### src/rtl/scan_link_receiver.sv
// rtl/scan_link_receiver.sv - deserializer and command decoder for the scanner serial link
// Frames are 8 bits MSB first; command 7 is followed by one raw data byte.
module scan_link_receiver #(
  parameter int TIMEOUT = 64
) (
  input  logic       clk,
  input  logic       rst,
  input  logic       serClk,
  input  logic       serData,
  output logic       cmdReady,
  output logic       cmdStart,
  output logic       cmdFull,
  output logic       dataValid,
  output logic [7:0] dataByte,
  output logic [7:0] lastCmd,
  output logic       cmdError,
  output logic       frameError,
  output logic       busy
);

  typedef enum logic {CMD, DATA} state_t;

  state_t     state;
  logic       clk_meta, clk_sync, clk_prev;
  logic       data_meta, data_sync;
  logic [7:0] shift_reg;
  logic [2:0] bit_cnt;
  logic [7:0] tmo_cnt;
  logic       word_done;
  logic       rise;

  assign rise = clk_sync & ~clk_prev;
  // word_done keeps busy up until the decode cycle, so busy drops with the final pulse
  assign busy = (bit_cnt != 3'd0) || (state == DATA) || word_done;

  always_ff @(posedge clk or posedge rst) begin
    if (rst) begin
      state      <= CMD;
      clk_meta   <= 1'b0;
      clk_sync   <= 1'b0;
      clk_prev   <= 1'b0;
      data_meta  <= 1'b0;
      data_sync  <= 1'b0;
      shift_reg  <= 8'd0;
      bit_cnt    <= 3'd0;
      tmo_cnt    <= 8'd0;
      word_done  <= 1'b0;
      cmdReady   <= 1'b0;
      cmdStart   <= 1'b0;
      cmdFull    <= 1'b0;
      dataValid  <= 1'b0;
      dataByte   <= 8'd0;
      lastCmd    <= 8'd0;
      cmdError   <= 1'b0;
      frameError <= 1'b0;
    end else begin
      clk_meta   <= serClk;
      clk_sync   <= clk_meta;
      clk_prev   <= clk_sync;
      data_meta  <= serData;
      data_sync  <= data_meta;
      cmdReady   <= 1'b0;
      cmdStart   <= 1'b0;
      cmdFull    <= 1'b0;
      dataValid  <= 1'b0;
      cmdError   <= 1'b0;
      frameError <= 1'b0;
      word_done  <= 1'b0;

      // A rise wins over a timeout landing in the same cycle
      if (rise) begin
        shift_reg <= {shift_reg[6:0], data_sync};
        bit_cnt   <= bit_cnt + 3'd1;
        tmo_cnt   <= 8'd0;
        if (bit_cnt == 3'd7) word_done <= 1'b1;
      end else if (busy) begin
        if (tmo_cnt == 8'(TIMEOUT - 1)) begin
          frameError <= 1'b1;
          bit_cnt    <= 3'd0;
          state      <= CMD;
          tmo_cnt    <= 8'd0;
          shift_reg  <= 8'd0;
        end else begin
          tmo_cnt <= tmo_cnt + 8'd1;
        end
      end else begin
        tmo_cnt <= 8'd0;
      end

      if (word_done) begin
        if (state == DATA) begin
          dataByte  <= shift_reg;
          dataValid <= 1'b1;
          state     <= CMD;
        end else begin
          lastCmd <= shift_reg;
          case (shift_reg)
            8'd2:    cmdReady <= 1'b1;
            8'd3:    cmdStart <= 1'b1;
            8'd4:    cmdFull  <= 1'b1;
            8'd7:    state    <= DATA;
            default: cmdError <= 1'b1;
          endcase
        end
      end
    end
  end

endmodule

### config.mk
export PLATFORM = sky130hd
export DESIGN_NAME = scan_link_receiver
export DESIGN_NICKNAME = d
export VERILOG_FILES = /design/src/rtl/scan_link_receiver.sv
export SDC_FILE = /design/constraint.sdc
export NUM_CORES = 1
export LEC_CHECK = 0
export CORE_MARGIN = 10
export CORE_UTILIZATION = 53
export CTS_CLUSTER_SIZE = 10
export DETAILED_ROUTE_END_ITERATION = 10
export PLACE_DENSITY = 0.78
export SETUP_SLACK_MARGIN = 0.2
export SLEW_MARGIN = 20
export SYNTH_ARGS = -nofsm -noshare
export SYNTH_HDL_FRONTEND = slang
export SYNTH_SLANG_ARGS = --single-unit
### constraint.sdc
create_clock -name clk -period 1.92 [get_ports clk]
set_clock_uncertainty 0.2 [all_clocks]
set_input_delay 0.192 -clock clk [delete_from_list [all_inputs] [get_ports clk]]
set_output_delay 0.192 -clock clk [all_outputs]
set_load 0.01 [all_outputs]
* Word-level counts from Yosys, hierarchy flattened
Cells that the tools add are included.
Storage, ports and cells: flip-flop bits (word level) 48, word-level logic and storage cells 72
Operators by class: $add $sub $neg 2, eq/ne operators 6, muxes and demuxes 34, bitwise operators 3, reduce and logical (&&, ||, !) cells 9
Operators by type and width (count):
- $mux W8 | 6
- $mux W1 | 25
- $eq A8 B2 Y1 const B | 2
- $eq A8 B3 Y1 const B | 2
- $mux W3 | 3
- $add A8 B1 Y8 const B | 1
- $eq A8 B6 Y1 const B | 1
- $reduce_and A2 Y1 | 3
- $reduce_bool A2 Y1 | 2
- $reduce_or A4 Y1 | 1
- $add A3 B1 Y3 const B | 1
- $eq A3 B3 Y1 const B | 1
- $reduce_bool A3 Y1 | 1
- $logic_or A1 B1 Y1 | 2
- $not A1 Y1 | 2
- $and A1 B1 Y1 | 1

* Logic depth before layout (Yosys ltp)
Gate-level depths: netlist of run 1.
depth after elaboration 8, depth in mapped cells 6, gate-level depth less buffers 5

* Worst setup path after synthesis of run 1
Ideal clock, no wire load.
path kind register -> register, start point register bit_cnt[0], end point register shift_reg[4], setup time 0.064 ns, arrival 1.547 ns, data required time 1.656 ns, setup slack 0.109 ns, cell stages (with the launch flop) 7, buffers on the path 1, clock period less this slack 1.811 ns, path through dfrtp_1 -> inv_1 -> ha_1 -> or4b_1 -> clkbuf_2 -> a31oi_4 -> a22o_2
On the way: word-level cells in the longest chain between the ends 5
RTL lines:
- start: declaration | line 27 | logic [2:0] bit_cnt;
- start signal: assignment | line 73 | bit_cnt <= bit_cnt + 3'd1;
- $reduce_bool A3 Y1 | line 34 | assign busy = (bit_cnt != 3'd0) || (state == DATA) || word_done;
- $logic_or A1 B1 Y1 (2 in series) | line 34
- via busy | line 18 | output logic busy
- $reduce_bool A2 Y1 (no source line)
- $reduce_and A2 Y1 (no source line)
- end signal: assignment | line 72 | shift_reg <= {shift_reg[6:0], data_sync};
- end: declaration | line 26 | logic [7:0] shift_reg;
The timed path passes the listed nets, and every way through them passes these cells. A chain may end at the register's enable or synchronous reset.

* Worst setup path in the final report of run 1
start point register bit_cnt[0], end point output port busy
On the way: word-level cells in the longest chain between the ends 3
RTL lines (line):
- $reduce_bool A3 Y1 | 34
- $logic_or A1 B1 Y1 (2 in series) | 34
- end: declaration | 18
No other way between the ends.

==> results.yml, run 1 <==
timing:
  hold_violations: 0
  tightest_slew_ns: 0.501
  max_clock_freq_ghz: 0.499
  grt_setup_unrepaired: "yes"
  final.setup.tns_ns: -0.0835
  fin_crit_ns: 2.00
  setup_ws_ns: -0.0835
  relSlewSlack_pct: 66.5
  fin_crit_sh_pct: 104
  finalMaxSlewViolations: 0
  setup_viol: 1
yosys:
  synth_mux_area_share_pct: 10.0
  avgSynthCellArea_sq_um: 13.9
  yosysWarnings: 0
  synth_top_family_by_area: "simple AND/OR/NAND/NOR gates"
  synth_top_area_cell: "dfrtp_1"
  ys_seq_area_share_pct: 63.0
  synthTopCellsByArea: "dfrtp_1 63%, mux2_2 9.4%, a22o_1 3.2%, ha_1 2.6%, nor4b_4 1.2%"
  synth_area_sq_mm: 0.00191
  synth_xor_xnor_area_share_pct: 1.84
  synth_compound_area_share_pct: 8.72
  ys_seq_elements: 48
  synth_ff_type: "dfrtp_1"
  synth_fa_ha_area_share_pct: 2.62
  async_flop_share_pct: 100
  synthCells: 137
  synth-simple-area-share_pct: 12.0
  syn-num-nets: 145
  synth_cell_type_count: 34
  synth_edf_count: 0
  yosys.area.top_type_share_pct: 63.0
routing:
  drc: 0
  vias_per_cell: 5.47
  drt_iter0_markers: 91
  drtPass1Iterations: 4
  drtAntennaViolNets: 0
  wl_per_cell_um: 16.6
  postRouteWirelength_mm: 3.87
  vias: 1275
clock_network:
  clock-sinks: 48
  clockBufferDepth: 2
  cts.clk_slew.worst_paths_ns: 0.13
  clk_latency_ns: 0.36
  ctsHtreeMaxLevel: 2
  numCtsBuffers: 5
  clock-root-buffer: "clkbuf_4"
  cts_tree: "yes"
floorplanning:
  ios: 27
  row_count: 21
  core_area_sq_mm: 0.00342
  die_area_sq_mm: 0.00640
  start_util_pct: 55.9
  dieWidth_um: 80
  die_y_um: 80
pwr:
  pwr-share-clk_pct: 20.4
  p_int_uw: 1700
  p_sw_share_pct: 29.7
  powerDensity_mw_per_mm2: 954
  p_switching_uw: 719
  leakage_uw: 0.00134
  peakVddDrop_mv: 0.653
  p_seq_share_pct: 52.2
  power.share.combinational_pct: 27.4
worst_setup_path:
  path_cells: "inv_1 -> ha_1 -> or4b_4 -> buf_6"
  cp_slowest_cell: "or4b_4"
  cp_max_fo: 4
  cpPeakStageDelay_ns: 0.50
  endpoint_kind: "output pin"
  arrival_ns: 1.61
  cp.buffers_inverters: 2
  required_ns: 1.53
  cp-start-kind: "register"
  worstSetupPathType: "reg2out"
  crit_family: "simple AND/OR/NAND/NOR gates"
layout:
  multi_input_comb_area_sq_um: 747
  n_fill_cell: 217
  syn2layout_area_growth_pct: 32.9
  drive_above_1_share_pct: 31.6
  regArea_sq_mm: 0.00120
  design_area_sq_mm: 0.00254
  n_antenna_cell: 0
  fin_nets: 194
placed_design:
  pre_cts_ws_ns: -0.0721
  gp_congestion: 0.768
  dp_hpwl_mm: 2.58
  dpl_cell_area_sq_mm: 0.00230
  io_buffer_count: 26
hold_path:
  min_path_type: "in2reg"
global_route:
  overflow: 0
  grt_pass1_vias: 1355
  grt_max_degree: 32
  antenna_found_initial: 0
  grt_usage_pct: 12.5
  grt_pass1_wl_mm: 6.35
run_status:
  violations: "setup timing"
  status: "complete, but fails checks"
job:
  maxCapViolCount: 0
-- layer usage --
metal  up-vias  track usage (%)  wire length [um]  part of all wire (%)
met4         0             5.46                70                   1.8
met5         -                0                 0                     0
met3         7             3.72               208                   5.4
met1       647             13.7              1570                    40
li1        591                -                 -                     -
met2        30             21.8              2030                    52
-- path summary, 6_finish.rpt --
check | to | slack, ns | cells past startpoint | start
max in group asynchronous | dataByte[5] | 0.57 | 4 | rst
hold reg to reg | clk_sync | 0.16 | 0 | clk_meta
setup reg to reg | bit_cnt[0] | 0 | 6 | bit_cnt[0]
hold / removal | data_meta | 0.05 | 1 | serData
min in group asynchronous | frameError | 0.47 | 3 | rst
setup / recovery | busy | -0.08 | 4 | bit_cnt[0]
-- metrics by stage --
| stage | total power, uW | instances | util (%) | hold WS [ns] |
|---|---|---|---|---|
| after floorplan | 1550 | 137 | - | 0.0234 |
| after global routing | 2560 | 233 | 74.2 | 0.0352 |
| after global placement | 1790 | 216 | 67.5 | 0.133 |
| after CTS | 2380 | 230 | 72.1 | 0.0437 |
| final | 2420 | 233 | 74.2 | 0.0529 |
| after detailed placement | 1820 | 216 | 67.5 | 0.135 |
-- power groups by stage --
stage | logic (uW) | registers [uW] | clock network, uW
after floorplan | 269 | 1280 | 0
after global placement | 513 | 1280 | 0
after detailed placement | 532 | 1290 | 0
after CTS | 616 | 1260 | 502
after global routing | 719 | 1290 | 559
final | 663 | 1260 | 493
-- cells in the mapped netlist, types with 2 or more instances --
cell type	n
a22o_2	2
clkbuf_1	3
ha_1	4
nand3_1	3
mux2_2	16
dfrtp_1	48
xnor2_1	2
or3_1	3
nand2_1	6
nand2b_1	3
nor2_1	3
xor2_1	2
a21oi_1	2
inv_1	5
o21ai_0	4
nor3_1	4
a22o_1	7
and3_1	3
a211oi_1	2
-- layout by cell type (no fill, tap or decap), types with 2 or more instances in the layout --
cell type	n
mux2_2	16
xnor2_1	2
buf_6	2
nand2b_1	3
dlymetal6s2s_1	9
ha_1	4
nor2_1	3
a22o_1	7
a22o_2	2
xor2_1	2
clkdlybuf4s50_1	16
or3_1	3
nand3_1	3
inv_1	4
clkinvlp_4	2
o21ai_0	4
nand2_1	5
a21oi_1	2
nor3_1	2
a31oi_4	2
and3_1	3
dfrtp_1	48
clkbuf_4	5
buf_4	16
-- area by class of cell --
class | count | area share, %
clock inverter | 2 | 0.592
multi-input combinational | 81 | 29.5
timing repair buffer | 45 | 17.6
tap | 46 | 2.27
inverter | 5 | 0.740
clock buffer | 6 | 2.02
sequential | 48 | 47.4
-- kinds of logic after synthesis --
kind of cell               count (synthesis)
AOI/OAI and AO/OA                         20
xor gates and xnor gates                   4
adders and majority gates                  4
buffers and inverters                      9
DFF                                       48
muxes                                     17
and+or+nand+nor                           35
-- what timing repair did --
action | 4_1_cts | 5_1_grt
gates cloned | 1 | 0
endpoints found under the setup margin | 22 | 32
gates resized for setup | 15 | 14
buffers inserted | 4 | 3
pin swaps | 8 | 3
hold buffers | 1 | 0
hold endpoints to repair | 17 | 0
Power figures use the tool's default switching activity.
==> inputs of run 2 (changes only) <==
--- a/config.mk
+++ b/config.mk
@@ -6,10 +6,11 @@
 export NUM_CORES = 1
 export LEC_CHECK = 0
 export CORE_MARGIN = 10
-export CORE_UTILIZATION = 53
+export CORE_UTILIZATION = 60
+export CTS_BUF_LIST = sky130_fd_sc_hd__clkbuf_8
 export CTS_CLUSTER_SIZE = 10
 export DETAILED_ROUTE_END_ITERATION = 10
-export PLACE_DENSITY = 0.78
+export PLACE_DENSITY = 0.87
 export SETUP_SLACK_MARGIN = 0.2
 export SLEW_MARGIN = 20
 export SYNTH_ARGS = -nofsm -noshare
==> constraint.sdc (replaced) <==
create_clock -name clk -period 2.45 [get_ports clk]
set_clock_uncertainty 0.2 [all_clocks]
set_input_delay 0.245 -clock clk [delete_from_list [all_inputs] [get_ports clk]]
set_output_delay 0.245 -clock clk [all_outputs]
set_load 0.01 [all_outputs]
==> run 2 against run 1 <==
  * Sequential power is 21% lower
  * The flow now finishes without violations
  * Worst setup slack better by 0.39 ns
  * Global-route usage is 0.27 points higher
  * Critical path type unchanged
==> results.yml, run 2 (synthesis gave the netlist of run 1 again) <==
floorplanning:
  dieWidth_um: 76.4
  ios: 27
  die_area_sq_mm: 0.00584
  start_util_pct: 62.5
  row_count: 20
  die_y_um: 76.4
  core_area_sq_mm: 0.00305
worst_setup_path:
  r2r_setup_slack_ns: 0.46
  critPathLaunch: "bit_cnt[0]"
  required_ns: 2.01
  cp_max_fo: 5
  endpoint_kind: "output pin"
  cp-start-kind: "register"
  endpoint: "busy"
  reg2reg_to: "bit_cnt[0]"
  rr_worst_depth: 3
  worstSetupPathType: "reg2out"
  arrival_ns: 1.70
  regToRegStartpoint: "clk_sync"
clock_network:
  cts_tree: "yes"
  cts_hold_buf: 0
  post-cts-setup-buffer-count: 0
  cts.clk_slew.worst_paths_ns: 0.09
  clock-sinks: 48
  clock-root-buffer: "clkbuf_8"
  clockBufferDepth: 2
  ctsHtreeMaxLevel: 2
  clk_latency_ns: 0.30
  numCtsBuffers: 5
timing:
  final.setup.tns_ns: 0
  relSlewSlack_pct: 33.0
  finalMaxSlewViolations: 0
  fin_crit_sh_pct: 87.6
  hold_violations: 0
  setup_viol: 0
  fin_crit_ns: 2.15
  max_clock_freq_ghz: 0.466
  grt_setup_unrepaired: "no"
  tightest_slew_ns: 1.00
pwr:
  peakVddDrop_mv: 0.596
  leakage_uw: 0.00110
  powerDensity_mw_per_mm2: 825
placed_design:
  place_inst: 205
  gp_congestion: 0.764
  io_buffer_count: 26
  dp_hpwl_mm: 2.51
layout:
  n_antenna_cell: 0
  n_fill_cell: 197
  fin_nets: 176
  final_cell_mix: "48 x dfrtp_1, 25 x clkdlybuf4s50_1, 16 x mux2_2"
  syn2layout_area_growth_pct: 22.4
  drive_above_1_share_pct: 20.7
  final_common_cell: "dfrtp_1"
  fin_cells: 213
routing:
  drtAntennaViolNets: 0
  drc: 0
  drt_iter0_markers: 43
  postRouteWirelength_mm: 3.54
  vias: 1166
  drtPass1Iterations: 4
  vias_per_cell: 5.47
  wl_per_cell_um: 16.6
global_route:
  overflow: 0
  grt_use_met3_pct: 5.19
  grt_max_degree: 29
  grtUsageMet2_pct: 21.1
  grt_pass1_wl_mm: 6.05
  busiest_layer: "met2"
  antenna_found_initial: 0
  grt_util_met1_pct: 14.0
  grt_pass1_vias: 1243
  grt_usage_pct: 12.8
job:
  maxCapViolCount: 0
run_status:
  status: "finished, final reports clean"
hold_path:
  min_path_type: "in2async"
-- run 2: repair_timing --
action / CTS / global route
resized for setup: 2 / 0
endpoints found under the hold margin: 0 / 0
setup endpoints to repair: 1 / 0
-- run 2: cell type report --
cell class / count / area [sq um] / area share (%)
clock buffer: 5 / 68.8 / 2.95
tap: 44 / 55.1 / 2.36
clock inverter: 3 / 42.5 / 1.82
sequential: 48 / 1200 / 51.4
multi-input combinational: 80 / 676 / 28.9
inverter: 5 / 18.8 / 0.803
timing repair buffer: 28 / 274 / 11.7
-- run 2: metal layers --
layer	up-vias	part of all wire (%)
met1	583	43
met2	24	50
met3	7	5.9
met4	0	1.5
li1	552	-
met5	-	0
-- run 2: worst min-delay path by stage --
| stage | from | endpoint | cells past startpoint |
|---|---|---|---|
| global placement | clk_meta | clk_sync | 0 |
| detailed placement | clk_meta | clk_sync | 0 |
| finish | rst | cmdReady | 2 |
| floorplan | serClk | clk_meta | 0 |
| global route | rst | shift_reg[1] | 2 |
| CTS | rst | shift_reg[7] | 2 |
-- run 2: per-stage QoR --
| stage | utilization (%) | cell area, sq um | setup WS (ns) | hold WS, ns | power, uW |
|---|---|---|---|---|---|
| floorplan | - | 1910 | 0.639 | 0.0764 | 1220 |
| global placement | 72.8 | 2220 | 0.374 | 0.133 | 1360 |
| detailed placement | 72.8 | 2220 | 0.352 | 0.135 | 1380 |
| CTS | 76.5 | 2340 | 0.287 | 0.134 | 1940 |
| global route | 76.5 | 2340 | 0.223 | 0.164 | 2030 |
| finish | 76.5 | 2340 | 0.305 | 0.112 | 1930 |
-- run 2: where the power goes --
part,internal (uW),switching (uW),total (uW),leakage (uW)
Clock,302,261,563,0.0000541
Sequential,899,105,1000,0.000642
Combinational,205,154,359,0.000402
-- run 2: worst max-delay path, stage by stage (launching register included) --
cell	delay (ns)
dfrtp_1	0.41
inv_1	0.07
ha_1	0.12
or4b_4	0.49
dlygate4sd2_1	0.31
